### src/rtl/dot_product_ctrl.sv
// dot_product_ctrl: sequencing controller for the dot-product datapath.
// The controller streams element pairs from RAM A and RAM B, starting at address 0.
// It multiply-accumulates each pair into an unsigned result.
// Host writes reach the RAMs only while the controller is not busy.
module dot_product_ctrl #(
    parameter int ADDR_WIDTH = 4,
    parameter int DATA_WIDTH = 8,
    parameter int ACC_WIDTH  = 20
) (
    input  logic                  clk,
    input  logic                  rst,
    input  logic                  start,
    input  logic [ADDR_WIDTH:0]   vec_len,
    output logic                  busy,
    output logic                  done,
    output logic [ACC_WIDTH-1:0]  result,
    output logic                  rd_en,
    output logic [ADDR_WIDTH-1:0] rd_addr,
    input  logic [DATA_WIDTH-1:0] a_data,
    input  logic [DATA_WIDTH-1:0] b_data,
    input  logic                  host_we,
    input  logic                  host_sel,
    input  logic [ADDR_WIDTH-1:0] host_addr,
    input  logic [DATA_WIDTH-1:0] host_data,
    output logic                  a_we,
    output logic                  b_we,
    output logic [ADDR_WIDTH-1:0] wr_addr,
    output logic [DATA_WIDTH-1:0] wr_data,
    output logic                  host_wr_err
);

    typedef enum logic [1:0] {
        ST_IDLE  = 2'd0,
        ST_READ  = 2'd1,
        ST_DRAIN = 2'd2,
        ST_DONE  = 2'd3
    } state_t;

    // Longest vector the RAMs can hold; longer requests are clamped to it.
    localparam logic [ADDR_WIDTH:0] MAX_LEN_C = {1'b1, {ADDR_WIDTH{1'b0}}};
    localparam logic [ADDR_WIDTH:0] ONE_LEN_C = (ADDR_WIDTH+1)'(1);

    state_t                  state_r;
    logic [ADDR_WIDTH:0]     cnt_r;
    logic [ACC_WIDTH-1:0]    acc_r;
    logic                    vld_r;
    logic                    busy_r;
    logic                    done_r;
    logic [ACC_WIDTH-1:0]    result_r;
    logic                    rd_en_r;
    logic [ADDR_WIDTH-1:0]   rd_addr_r;
    logic                    host_wr_err_r;

    logic [ADDR_WIDTH:0]     len_s;
    logic [2*DATA_WIDTH-1:0] prod_s;
    logic [ACC_WIDTH-1:0]    prod_ext_s;

    assign len_s      = (vec_len > MAX_LEN_C) ? MAX_LEN_C : vec_len;
    assign prod_s     = {{DATA_WIDTH{1'b0}}, a_data} * {{DATA_WIDTH{1'b0}}, b_data};
    assign prod_ext_s = ACC_WIDTH'(prod_s);

    // The write path passes straight through to the RAMs and is gated by the registered busy flag.
    assign a_we    = host_we & ~host_sel & ~busy_r;
    assign b_we    = host_we &  host_sel & ~busy_r;
    assign wr_addr = host_addr;
    assign wr_data = host_data;

    assign busy        = busy_r;
    assign done        = done_r;
    assign result      = result_r;
    assign rd_en       = rd_en_r;
    assign rd_addr     = rd_addr_r;
    assign host_wr_err = host_wr_err_r;

    // Sequencing FSM: issues reads, runs the one-cycle valid pipe, and accumulates, with all outputs registered.
    always_ff @(posedge clk) begin
        if (rst) begin
            state_r   <= ST_IDLE;
            cnt_r     <= '0;
            acc_r     <= '0;
            vld_r     <= 1'b0;
            busy_r    <= 1'b0;
            done_r    <= 1'b0;
            result_r  <= '0;
            rd_en_r   <= 1'b0;
            rd_addr_r <= '0;
        end else begin
            // Read data arrives one cycle after each issued read.
            vld_r <= rd_en_r;
            if (vld_r) begin
                acc_r <= acc_r + prod_ext_s;
            end
            case (state_r)
                ST_IDLE: begin
                    done_r <= 1'b0;
                    if (start) begin
                        if (len_s == '0) begin
                            result_r <= '0;
                            done_r   <= 1'b1;
                            state_r  <= ST_DONE;
                        end else begin
                            cnt_r     <= len_s;
                            acc_r     <= '0;
                            rd_en_r   <= 1'b1;
                            rd_addr_r <= '0;
                            busy_r    <= 1'b1;
                            state_r   <= ST_READ;
                        end
                    end
                end
                ST_READ: begin
                    cnt_r <= cnt_r - ONE_LEN_C;
                    if (cnt_r == ONE_LEN_C) begin
                        // Last read has been issued; the final pair lands during DRAIN.
                        rd_en_r <= 1'b0;
                        state_r <= ST_DRAIN;
                    end else begin
                        rd_addr_r <= rd_addr_r + ADDR_WIDTH'(1);
                    end
                end
                ST_DRAIN: begin
                    result_r <= acc_r + prod_ext_s;
                    busy_r   <= 1'b0;
                    done_r   <= 1'b1;
                    state_r  <= ST_DONE;
                end
                ST_DONE: begin
                    done_r  <= 1'b0;
                    state_r <= ST_IDLE;
                end
                default: begin
                    busy_r  <= 1'b0;
                    done_r  <= 1'b0;
                    rd_en_r <= 1'b0;
                    state_r <= ST_IDLE;
                end
            endcase
        end
    end

    // Flag a host write that was dropped because the controller was busy.
    always_ff @(posedge clk) begin
        if (rst) begin
            host_wr_err_r <= 1'b0;
        end else begin
            host_wr_err_r <= host_we & busy_r;
        end
    end

endmodule

### config.mk
export PLATFORM = sky130hd
export DESIGN_NAME = dot_product_ctrl
export DESIGN_NICKNAME = d
export VERILOG_FILES = /design/src/rtl/dot_product_ctrl.sv
export SDC_FILE = /design/constraint.sdc
export NUM_CORES = 1
export LEC_CHECK = 0
export BUFFER_PORTS_ARGS = -buffer_cell sky130_fd_sc_hd__buf_2
export CORE_MARGIN = 4
export CORE_UTILIZATION = 50
export CTS_CLUSTER_DIAMETER = 200
export DETAILED_ROUTE_END_ITERATION = 12
export PLACE_DENSITY = 0.79
export SLEW_MARGIN = 0
export SYNTH_ARGS = -nofsm -noshare
export SYNTH_HDL_FRONTEND = slang
export SYNTH_SLANG_ARGS = --single-unit
### constraint.sdc
create_clock -name clk -period 6.8 [get_ports clk]
set_clock_uncertainty 0.15 [all_clocks]
set_input_delay 0.68 -clock clk [delete_from_list [all_inputs] [get_ports clk]]
set_output_delay 0.68 -clock clk [all_outputs]
set_load 0.05 [all_outputs]
## Word level (Yosys, flattened, before mapping)

Cells that the tools add are included.

| storage, ports and cells | value |
|---|---|
| bits in registers | 56 |
| bits of input ports | 38 |
| output and inout bits | 42 |

| operators by class | value |
|---|---|
| add/subtract/negate cells | 3 |
| $mul | 1 |
| magnitude comparators | 1 |
| equal/unequal tests | 9 |
| mux-type cells | 27 |
| bitwise logic cells | 7 |
| reductions and logical operators | 11 |

Operators by type and width:

| operator | count |
|---|---|
| 2-to-1 mux 20 bit | 6 |
| one-hot mux 20 bit (2 select lines) | 1 |
| adder 20 x 16 -> 20 bit | 1 |
| multiplier 8 x 8 -> 16 bit | 1 |
| 2-to-1 mux 5 bit | 3 |
| 2-to-1 mux 4 bit | 3 |
| inequality test 2 bit, second input constant | 5 |
| one-hot mux 5 bit (2 select lines) | 1 |
| AND reduction 3 bit | 3 |
| one-hot mux 2 bit (4 select lines) | 1 |
| one-hot mux 4 bit (2 select lines) | 1 |
| AND reduction 4 bit | 2 |
| 2-to-1 mux 2 bit | 3 |
| bitwise AND 1 bit | 5 |
| == test 5 x 1 -> 1 bit, second input constant | 1 |
| greater-than comparator 5 bit, second input constant | 1 |
| logical NOT 5 bit | 1 |
| 2-to-1 mux 1 bit | 5 |
| subtractor 5 x 1 -> 5 bit, second input constant | 1 |
| adder 4 x 1 -> 4 bit, second input constant | 1 |
| == test 2 bit, second input constant | 2 |
| one-hot mux 1 bit (2 select lines) | 2 |
| nonzero test 2 bit | 2 |
| one-hot mux 1 bit (3 select lines) | 1 |
| 5 further kinds | 6 |

## Depth between registers and ports, before layout

Gate-level depths: netlist of run 1.

| depth | value |
|---|---|
| depth after elaboration | 6 |
| gate-level depth with buffers | 18 |
| depth with buffers taken out | 17 |

## Worst setup path after synthesis of run 1

Ideal clock, no wire load.

| path | value |
|---|---|
| kind | input -> register |
| start | in a_data[5] |
| end | reg result_r[18], in the netlist result[18] |
| library setup time | 0.117 ns |
| arrival | 4.637 ns |
| data required time | 6.533 ns |
| slack | 1.895 ns |
| stages | 16 |
| cells stage by stage | clkbuf_1 > nand2_1 > fa_1 > inv_1 > fa_1 > inv_1 > fa_1 > fa_1 > inv_1 > ha_1 > and3_1 > nand4_1 > a21o_1 > a311oi_1 > mux2i_1 > nand2_1 |

| on the way | value |
|---|---|
| cells in the longest elaborated chain, start to end | 3 |

Ends and longest elaborated chain:

| element | RTL line | RTL |
|---|---|---|
| from (decl) | 19 | `input logic [DATA_WIDTH-1:0] a_data,` |
| multiplier 8 x 8 -> 16 bit | 59 | `assign prod_s = {{DATA_WIDTH{1'b0}}, a_data} * {{DATA_WIDTH{1'b0}}, b_data};` |
| adder 20 x 16 -> 20 bit | 122 | `result_r <= acc_r + prod_ext_s;` |
| one-hot mux 20 bit (2 select lines) | 93 | `case (state_r)` |
| to (signal assigned) | 122 |  |
| to (decl) | 49 | `logic [ACC_WIDTH-1:0] result_r;` |

Every way passes these cells.
A chain may end at the register's enable or synchronous reset.

## Worst setup path in the final report of run 1

| path | value |
|---|---|
| start | in a_data[4] |
| end | reg result_r[18], in the netlist result[18] |

The elaborated chain is that of the path after synthesis.

==> impl_metrics.toml, run 1 <==
[critical_path]
reg2reg_depth = 15
arrival_ns = 4.94
critPathCaptureType = "flip-flop"
timing.rr.end = "result[13]$_SDFFE_PP0P_"
cp-start-kind = "primary input"
path_class = "primary input to flip-flop"
crit_start = "a_data[4]"
r2r_start = "acc_r[7]$_SDFF_PP0_"
r2r_setup_slack_ns = 2.28
critPathRequiredTime_ns = 6.88
critPathMaxFanout = 8

[yosys]
synth-edff-count = 0
synth_nets = 775
synth_top_area_frac = 0.2116
synth-seq-area-share = 0.2116
syn_area_per_cell_um2 = 8.290
ys_warn_count = 0
ys_seq_elements = 56
synthCells = 639
synth_area_leaders = "dfxtp_1 21%, fa_1 19%, ha_1 11%"
synth-main-ff-cell = "dfxtp_1"
yosys.area.top_type = "dfxtp_1"
ys_types = 59
synthTopCellsByCount = "111 x inv_1, 75 x nand2_1, 56 x dfxtp_1"
synth_most_common_cell = "inv_1"
synth_area_um2 = 5298
async_flop_share = 0

[sta]
max_freq_ghz = 0.2060
worst_pin_slew_ns = 0.8999
grt_setup_unrepaired = "no"
finalSetupViolations = 0
setup_ws_ns = 1.945
final.min_clock_period_ns = 4.855
setup_tns_ns = 0
relSlewSlack = 0.3916
slew_violations = 0
hold_viol_final = 0
finalCritPeriodShare = 0.7140

[placement]
port_buffers = 55
gp_congestion = 0.8641
hpwl_um = 9289
place_ws_ns = 1.666

[clock_tree]
ctsResizeCount = 0
cts.clk_slew.worst_paths_ns = 0.11
clock_path_buffers = 2
clock-sinks = 56
cts_hold_buffers = 0
cts_tree = "yes"
numCtsBuffers = 5
worstSkewPairLatency_ns = 0.32
ctsRootBufferMaster = "clkbuf_8"
cts_setup_buffers = 0
cts.htree.levels = 2

[drt]
via_count = 4294
viasPerCell = 5.321
ant_nets = 0
drc = 0
wl_per_cell_um = 14.17
initialDrtViolationCount = 325
routed_wl_um = 11440
first_pass_iters = 5

[grt]
grt-ovfl-total = 0
grt_pass1_wl_um = 20090
antenna_found_initial = 0
grt_pass1_vias = 4308
grt_util_all_layers = 0.1912
grt_max_degree = 29

[final_layout]
syn_to_final_growth_pct = 6.849
layout-drive-gt1-share = 0.1073
nNetsFinal = 806
diodes = 0
nFillCells = 930

[floorplan]
die_w_um = 110.9
fp.dieH_um = 110.9
ios = 80
die_area_um2 = 12310
start_util = 0.5131
core_um2 = 10320
rows = 37

[hold_path]
whs_endpoint = "acc_r[10]$_SDFF_PP0_"
min_from = "acc_r[10]$_SDFF_PP0_"
min_path_cells = 2
worstHoldPathType = "flip-flop to flip-flop"

[status]
status = "finished, final reports clean"

[power]
p_leak_uw = 0.002819
p_per_area_nw_per_um2 = 347.4
ir_worst_vdd_v = 0.0002399

[flow_run]
drv_cap = 0
==> layout make-up <==
type | count | area, um2 | share of cell area
Inverter | 112 | 420.4 | 0.07427
Multi-Input combinational cell | 439 | 3570 | 0.6306
Tap cell | 136 | 170.2 | 0.03006
Timing Repair Buffer | 56 | 282.8 | 0.04996
Clock inverter | 3 | 27.53 | 0.004863
Sequential cell | 56 | 1121 | 0.1981
Clock buffer | 5 | 68.82 | 0.01216
==> cell families after synthesis <==
kind of cell             synth area share
XOR/XNOR                          0.01653
buffers and inverters              0.1145
flip-flops                         0.2116
AO/OA/AOI/OAI                      0.1318
AND/OR/NAND/NOR                    0.2005
adder cells (fa/ha/maj)            0.3023
multiplexers                      0.02267
==> worst max path at each step <==
stage	to	cells after the start	slack, ns
finish	result[18]$_SDFFE_PP0P_	16	1.94
global route	result[13]$_SDFFE_PP0P_	16	1.75
CTS	result[18]$_SDFFE_PP0P_	16	2.00
detailed placement	result[18]$_SDFFE_PP0P_	16	1.67
global placement	result[13]$_SDFFE_PP0P_	16	1.74
floorplan	result[18]$_SDFFE_PP0P_	16	1.90
==> critical path, stage by stage <==
cell,delay [ns]
buf_2,0.15
nand2_1,0.09
fa_1,0.54
inv_1,0.06
fa_1,0.54
inv_1,0.06
fa_1,0.50
fa_1,0.56
inv_1,0.05
ha_1,0.36
and3_1,0.27
nand4_1,0.11
a21o_1,0.18
a311oi_1,0.49
mux2i_1,0.24
nand2_1,0.06
==> per-stage QoR <==
step	instance area [um2]	total power [uW]	instances	hold WS, ns	utilization
floorplan	5298	1492	639	0.2906	-
global placement	5564	1727	799	0.2841	0.5390
detailed placement	5564	1758	799	0.2926	0.5390
CTS	5660	1966	807	0.3221	0.5483
global route	5660	2169	807	0.3453	0.5483
finish	5660	1966	807	0.3220	0.5483
==> power breakdown <==
group	switching (uW)	total, uW	leakage, uW	internal [uW]
clock	120	196	0.0000463	75.9
sequential	47.1	440	0.000455	393
combinational	852	1330	0.00232	477
==> registers in the layout, summed over array words and instances, names as in the netlist <==
signal	cells
acc_r	20
result	20
cnt_r	5
rd_addr	4
state_r	2
busy	1
done	1
host_wr_err	1
rd_en	1
vld_r	1
==> routing by layer <==
metal  part of all wire  GRT usage
met1               0.47     0.2597
met2               0.46     0.3147
met3              0.056    0.03221
met4              0.018    0.05337
met5                  0          0
==> layout by cell type, fill, tap and decap left out, drive strengths merged, types with 2 or more instances in the layout <==
cell type,netlist,routed
and3,4,4
buf,20,56
and2,35,35
a211oi,4,4
nand2b,3,3
clkbuf,12,5
nor4b,2,2
o211ai,3,3
clkinv,1,2
nor2,45,45
nand2,75,75
o21a,2,2
o22ai,2,2
nor2b,7,7
xnor2,6,6
or3,4,4
ha,48,48
nand4b,4,4
a21oi,25,25
a31oi,7,7
xor2,4,4
dfxtp,56,56
fa,50,50
o21ai,18,18
nand3,20,20
a21o,13,13
a211o,2,2
mux2i,12,12
o31ai,3,3
inv,111,112
a32o,2,2
a22oi,11,11
a311oi,2,2
nand4,2,2
nor3,10,10
Note: power is estimated with default switching activity, not from simulation.
==> run 2: changes to the inputs <==
Clock period 6.8 ns to 5 ns, I/O delays scaled along.
==> impl_metrics.toml, run 2 (synthesis gave the netlist of run 1 again) <==
[grt]
grt_util_all_layers = 0.1944
met1_usage = 0.2556
grt_pass1_vias = 4378
grt_pass1_wl_um = 20510
grt_use_met3 = 0.03493
antenna_found_initial = 0
grt_max_degree = 29
met2_usage = 0.3293
busiest_layer = "met2"
grt-ovfl-total = 0

[drt]
first_pass_iters = 6
viasPerCell = 5.410
wl_per_cell_um = 14.68
drc = 0
initialDrtViolationCount = 330
ant_nets = 0
routed_wl_um = 11890
via_count = 4382

[critical_path]
r2r_setup_slack_ns = 0.48
path_class = "primary input to flip-flop"
timing.rr.end = "result[18]$_SDFFE_PP0P_"
arrival_ns = 4.77
critPathRequiredTime_ns = 5.12
critPathCaptureType = "flip-flop"
cp-start-kind = "primary input"
r2r_start = "acc_r[6]$_SDFF_PP0_"
critPathMaxFanout = 8
reg2reg_depth = 14

[placement]
hpwl_um = 9635
dpl-instance-area_um2 = 5587
port_buffers = 55
gp_congestion = 0.9025

[clock_tree]
ctsResizeCount = 0
ctsRootBufferMaster = "clkbuf_8"
cts.clk_slew.worst_paths_ns = 0.11
worstSkewPairLatency_ns = 0.32
clock-sinks = 56
cts_setup_buffers = 0
cts_hold_buffers = 0
cts.htree.levels = 2
clock_path_buffers = 2
cts_tree = "yes"
numCtsBuffers = 5

[floorplan]
die_w_um = 110.9
rows = 37
fp.dieH_um = 110.9
die_area_um2 = 12310
core_um2 = 10320
ios = 80
start_util = 0.5131

[power]
switchingPower_uw = 1412
swShare = 0.5201
power_frac_comb = 0.681
p_per_area_nw_per_um2 = 477.9
p_seq_frac = 0.220
p_int_uw = 1303
clkPwrFrac = 0.098
ir_worst_vdd_v = 0.0002744
p_leak_uw = 0.002833

[final_layout]
nNetsFinal = 809
syn_to_final_growth_pct = 7.274
layout-drive-gt1-share = 0.1113
layout_commonest_cell = "inv_1"
diodes = 0
fin_area_um2 = 5683
mostFrequentLayoutCells = "111 x inv_1, 75 x nand2_1, 56 x dfxtp_1"

[sta]
relSlewSlack = 0.3555
final.min_clock_period_ns = 4.647
finalCritPeriodShare = 0.9294
setup_tns_ns = 0
hold_viol_final = 0
slew_violations = 0
max_freq_ghz = 0.2152
finalSetupViolations = 0
worst_pin_slew_ns = 0.9533
grt_setup_unrepaired = "no"

[hold_path]
whs_endpoint = "host_wr_err$_SDFF_PP0_"
min_path_cells = 3
worstHoldPathType = "primary input to flip-flop"
min_from = "host_we"

[flow_run]
drv_cap = 0

[status]
status = "finished, final reports clean"
[run 2: changes by cell type in the layout (fill, tap and decap cells not counted)]
cell and change:
buf_4 +3
[run 2: worst max-delay path by stage]
stage	start	end	slack, ns	depth (start not counted)
floorplan	a_data[5]	result[18]$_SDFFE_PP0P_	0.28	16
global placement	a_data[0]	result[10]$_SDFFE_PP0P_	0.15	15
detailed placement	a_data[0]	result[10]$_SDFFE_PP0P_	0.08	15
CTS	a_data[0]	result[10]$_SDFFE_PP0P_	0.41	15
global route	a_data[0]	result[18]$_SDFFE_PP0P_	0.13	15
finish	a_data[0]	result[13]$_SDFFE_PP0P_	0.35	17
[run 2: power groups by stage]
stage	Combinational, uW	Clock (uW)	Sequential (uW)
6_report	1850	267	599
5_1_grt	2080	294	610
4_1_cts	1840	276	598
3_5_place_dp	1810	0	607
3_3_place_gp	1770	0	602
2_1_floorplan	1300	0	726
[run 2: through the flow]
stage                     utilization  cells  power (uW)  worst slack (ns)  hold slack, ns
after global routing           0.5505    810        2986            0.1274          0.2986
final                          0.5505    810        2716            0.3530          0.2746
after detailed placement       0.5411    802        2421           0.08053          0.2889
after global placement         0.5411    802        2373            0.1522          0.2815
after floorplan                     -    639        2028            0.2752          0.2906
after CTS                      0.5505    810        2710            0.4060          0.2694
[run 2: cell type report]
class	count	area, um2
multi-input cells	439	3570
flip-flops and latches	56	1121
inverters	112	420.4
clock buffers	5	68.82
fillers	957	4641
well taps	136	170.2
repair buffers	59	305.3
clock inverters	3	27.53
[run 2: layer usage]
| metal | share of wire | wire, um |
|---|---|---|
| met2 | 0.47 | 5620 |
| met1 | 0.45 | 5403 |
| met5 | 0 | 0 |
| met4 | 0.011 | 136 |
| met3 | 0.062 | 734 |
[run 2: worst max-delay path: stages]
cell      delay [ns]
buf_2           0.16
nand2_1         0.10
fa_1            0.52
fa_1            0.55
inv_1           0.06
fa_1            0.53
inv_1           0.06
fa_1            0.54
inv_1           0.04
ha_1            0.36
a21o_1          0.20
a21oi_1         0.29
a21oi_1         0.17
o211ai_1        0.27
buf_4           0.17
a21o_1          0.11
a32o_1          0.15
==> run 3: changes to the inputs <==
Settings changed: PLACE_DENSITY 0.79 to 0.81.
==> impl_metrics.toml, run 3 (synthesis gave the netlist of run 1 again) <==
[clock_tree]
cts_hold_buffers = 0
worstSkewPairLatency_ns = 0.31
cts.htree.levels = 2
clock-sinks = 56
cts_setup_buffers = 0
cts_tree = "yes"
cts.clk_slew.worst_paths_ns = 0.11
clock_path_buffers = 2
ctsRootBufferMaster = "clkbuf_8"
numCtsBuffers = 5
ctsResizeCount = 0

[critical_path]
critPathCaptureType = "flip-flop"
arrival_ns = 4.69
critPathMaxFanout = 8
cp-start-kind = "primary input"
r2r_start = "acc_r[7]$_SDFF_PP0_"
crit_start = "a_data[0]"
path_class = "primary input to flip-flop"
critPathRequiredTime_ns = 5.06

[hold_path]
worstHoldPathType = "primary input to flip-flop"
min_from = "host_we"

[drt]
viasPerCell = 5.368
initialDrtViolationCount = 265
drc = 0
first_pass_iters = 7
ant_nets = 0
via_count = 4348
wl_per_cell_um = 14.70
routed_wl_um = 11910

[final_layout]
diodes = 0
syn_to_final_growth_pct = 7.274
layout-drive-gt1-share = 0.1113
layout_commonest_cell = "inv_1"
mostFrequentLayoutCells = "111 x inv_1, 75 x nand2_1, 56 x dfxtp_1"
nNetsFinal = 809

[grt]
grt-ovfl-total = 0
antenna_found_initial = 0
grt_util_all_layers = 0.1958
grt_pass1_vias = 4380
grt_pass1_wl_um = 20580
grt_max_degree = 29

[sta]
finalCritPeriodShare = 0.9262
worst_pin_slew_ns = 0.9683
relSlewSlack = 0.3454
finalSetupViolations = 0
hold_viol_final = 0
setup_tns_ns = 0
final.min_clock_period_ns = 4.631
grt_setup_unrepaired = "no"
slew_violations = 0
whs_ns = 0.2701
max_freq_ghz = 0.2159

[floorplan]
ios = 80
die_w_um = 110.9
core_um2 = 10320
rows = 37
start_util = 0.5131
die_area_um2 = 12310
fp.dieH_um = 110.9

[placement]
hpwl_um = 9767
port_buffers = 55
gp_congestion = 0.8697

[status]
status = "finished, final reports clean"

[power]
p_leak_uw = 0.002833
p_per_area_nw_per_um2 = 478.1
ir_worst_vdd_v = 0.0002825

[flow_run]
drv_cap = 0
-- run 3: cell type report --
type	instances	area, um2
fillers	942	4641
multi-input cells	439	3570
flip-flops and latches	56	1121
inverters	112	420.4
repair buffers	59	305.3
well taps	136	170.2
clock buffers	5	68.82
clock inverters	3	27.53
-- run 3: metal layers --
metal | vias to the layer above | part of all wire | global-route usage
met2 | 122 | 0.48 | 0.3325
met5 | - | 0 | 0
li1 | 2130 | - | -
met3 | 24 | 0.049 | 0.03002
met1 | 2072 | 0.45 | 0.2589
met4 | 0 | 0.019 | 0.05583
-- run 3: critical path: stages --
cell and delay [ns]:
buf_2 0.16, nand2_1 0.10, fa_1 0.51, fa_1 0.54, inv_1 0.06, fa_1 0.53, inv_1 0.06, fa_1 0.54
inv_1 0.04, ha_1 0.37, a21o_1 0.16, a21oi_1 0.11, a21oi_1 0.29, o211ai_1 0.15, buf_4 0.16, a21o_1 0.17
a32o_1 0.23
-- run 3: through the flow --
| step | setup slack [ns] | power, uW | std cells | instance area, um2 | util |
|---|---|---|---|---|---|
| 6_report | 0.3690 | 2717 | 810 | 5683 | 0.5505 |
| 2_1_floorplan | 0.2752 | 2028 | 639 | 5298 | - |
| 3_3_place_gp | 0.1612 | 2376 | 802 | 5587 | 0.5411 |
| 3_5_place_dp | 0.07933 | 2437 | 802 | 5587 | 0.5411 |
| 4_1_cts | 0.3960 | 2719 | 810 | 5683 | 0.5505 |
| 5_1_grt | 0.1527 | 2992 | 810 | 5683 | 0.5505 |
-- run 3: final timing paths --
path / slack [ns] / cells after the start / end
worst max register to register: 0.50 / 16 / result[13]$_SDFFE_PP0P_
worst max-delay path: 0.37 / 17 / result[13]$_SDFFE_PP0P_
worst min-delay path: 0.27 / 3 / host_wr_err$_SDFF_PP0_
worst min register to register: 0.32 / 2 / result[14]$_SDFFE_PP0P_
-- run 3: power breakdown --
group          switching, uW  total, uW  internal, uW  leakage [uW]
Clock                    160        263           103     0.0000463
Combinational           1190       1860           670       0.00233
Sequential              62.7        597           535      0.000455
Total                   1410       2720          1310       0.00283
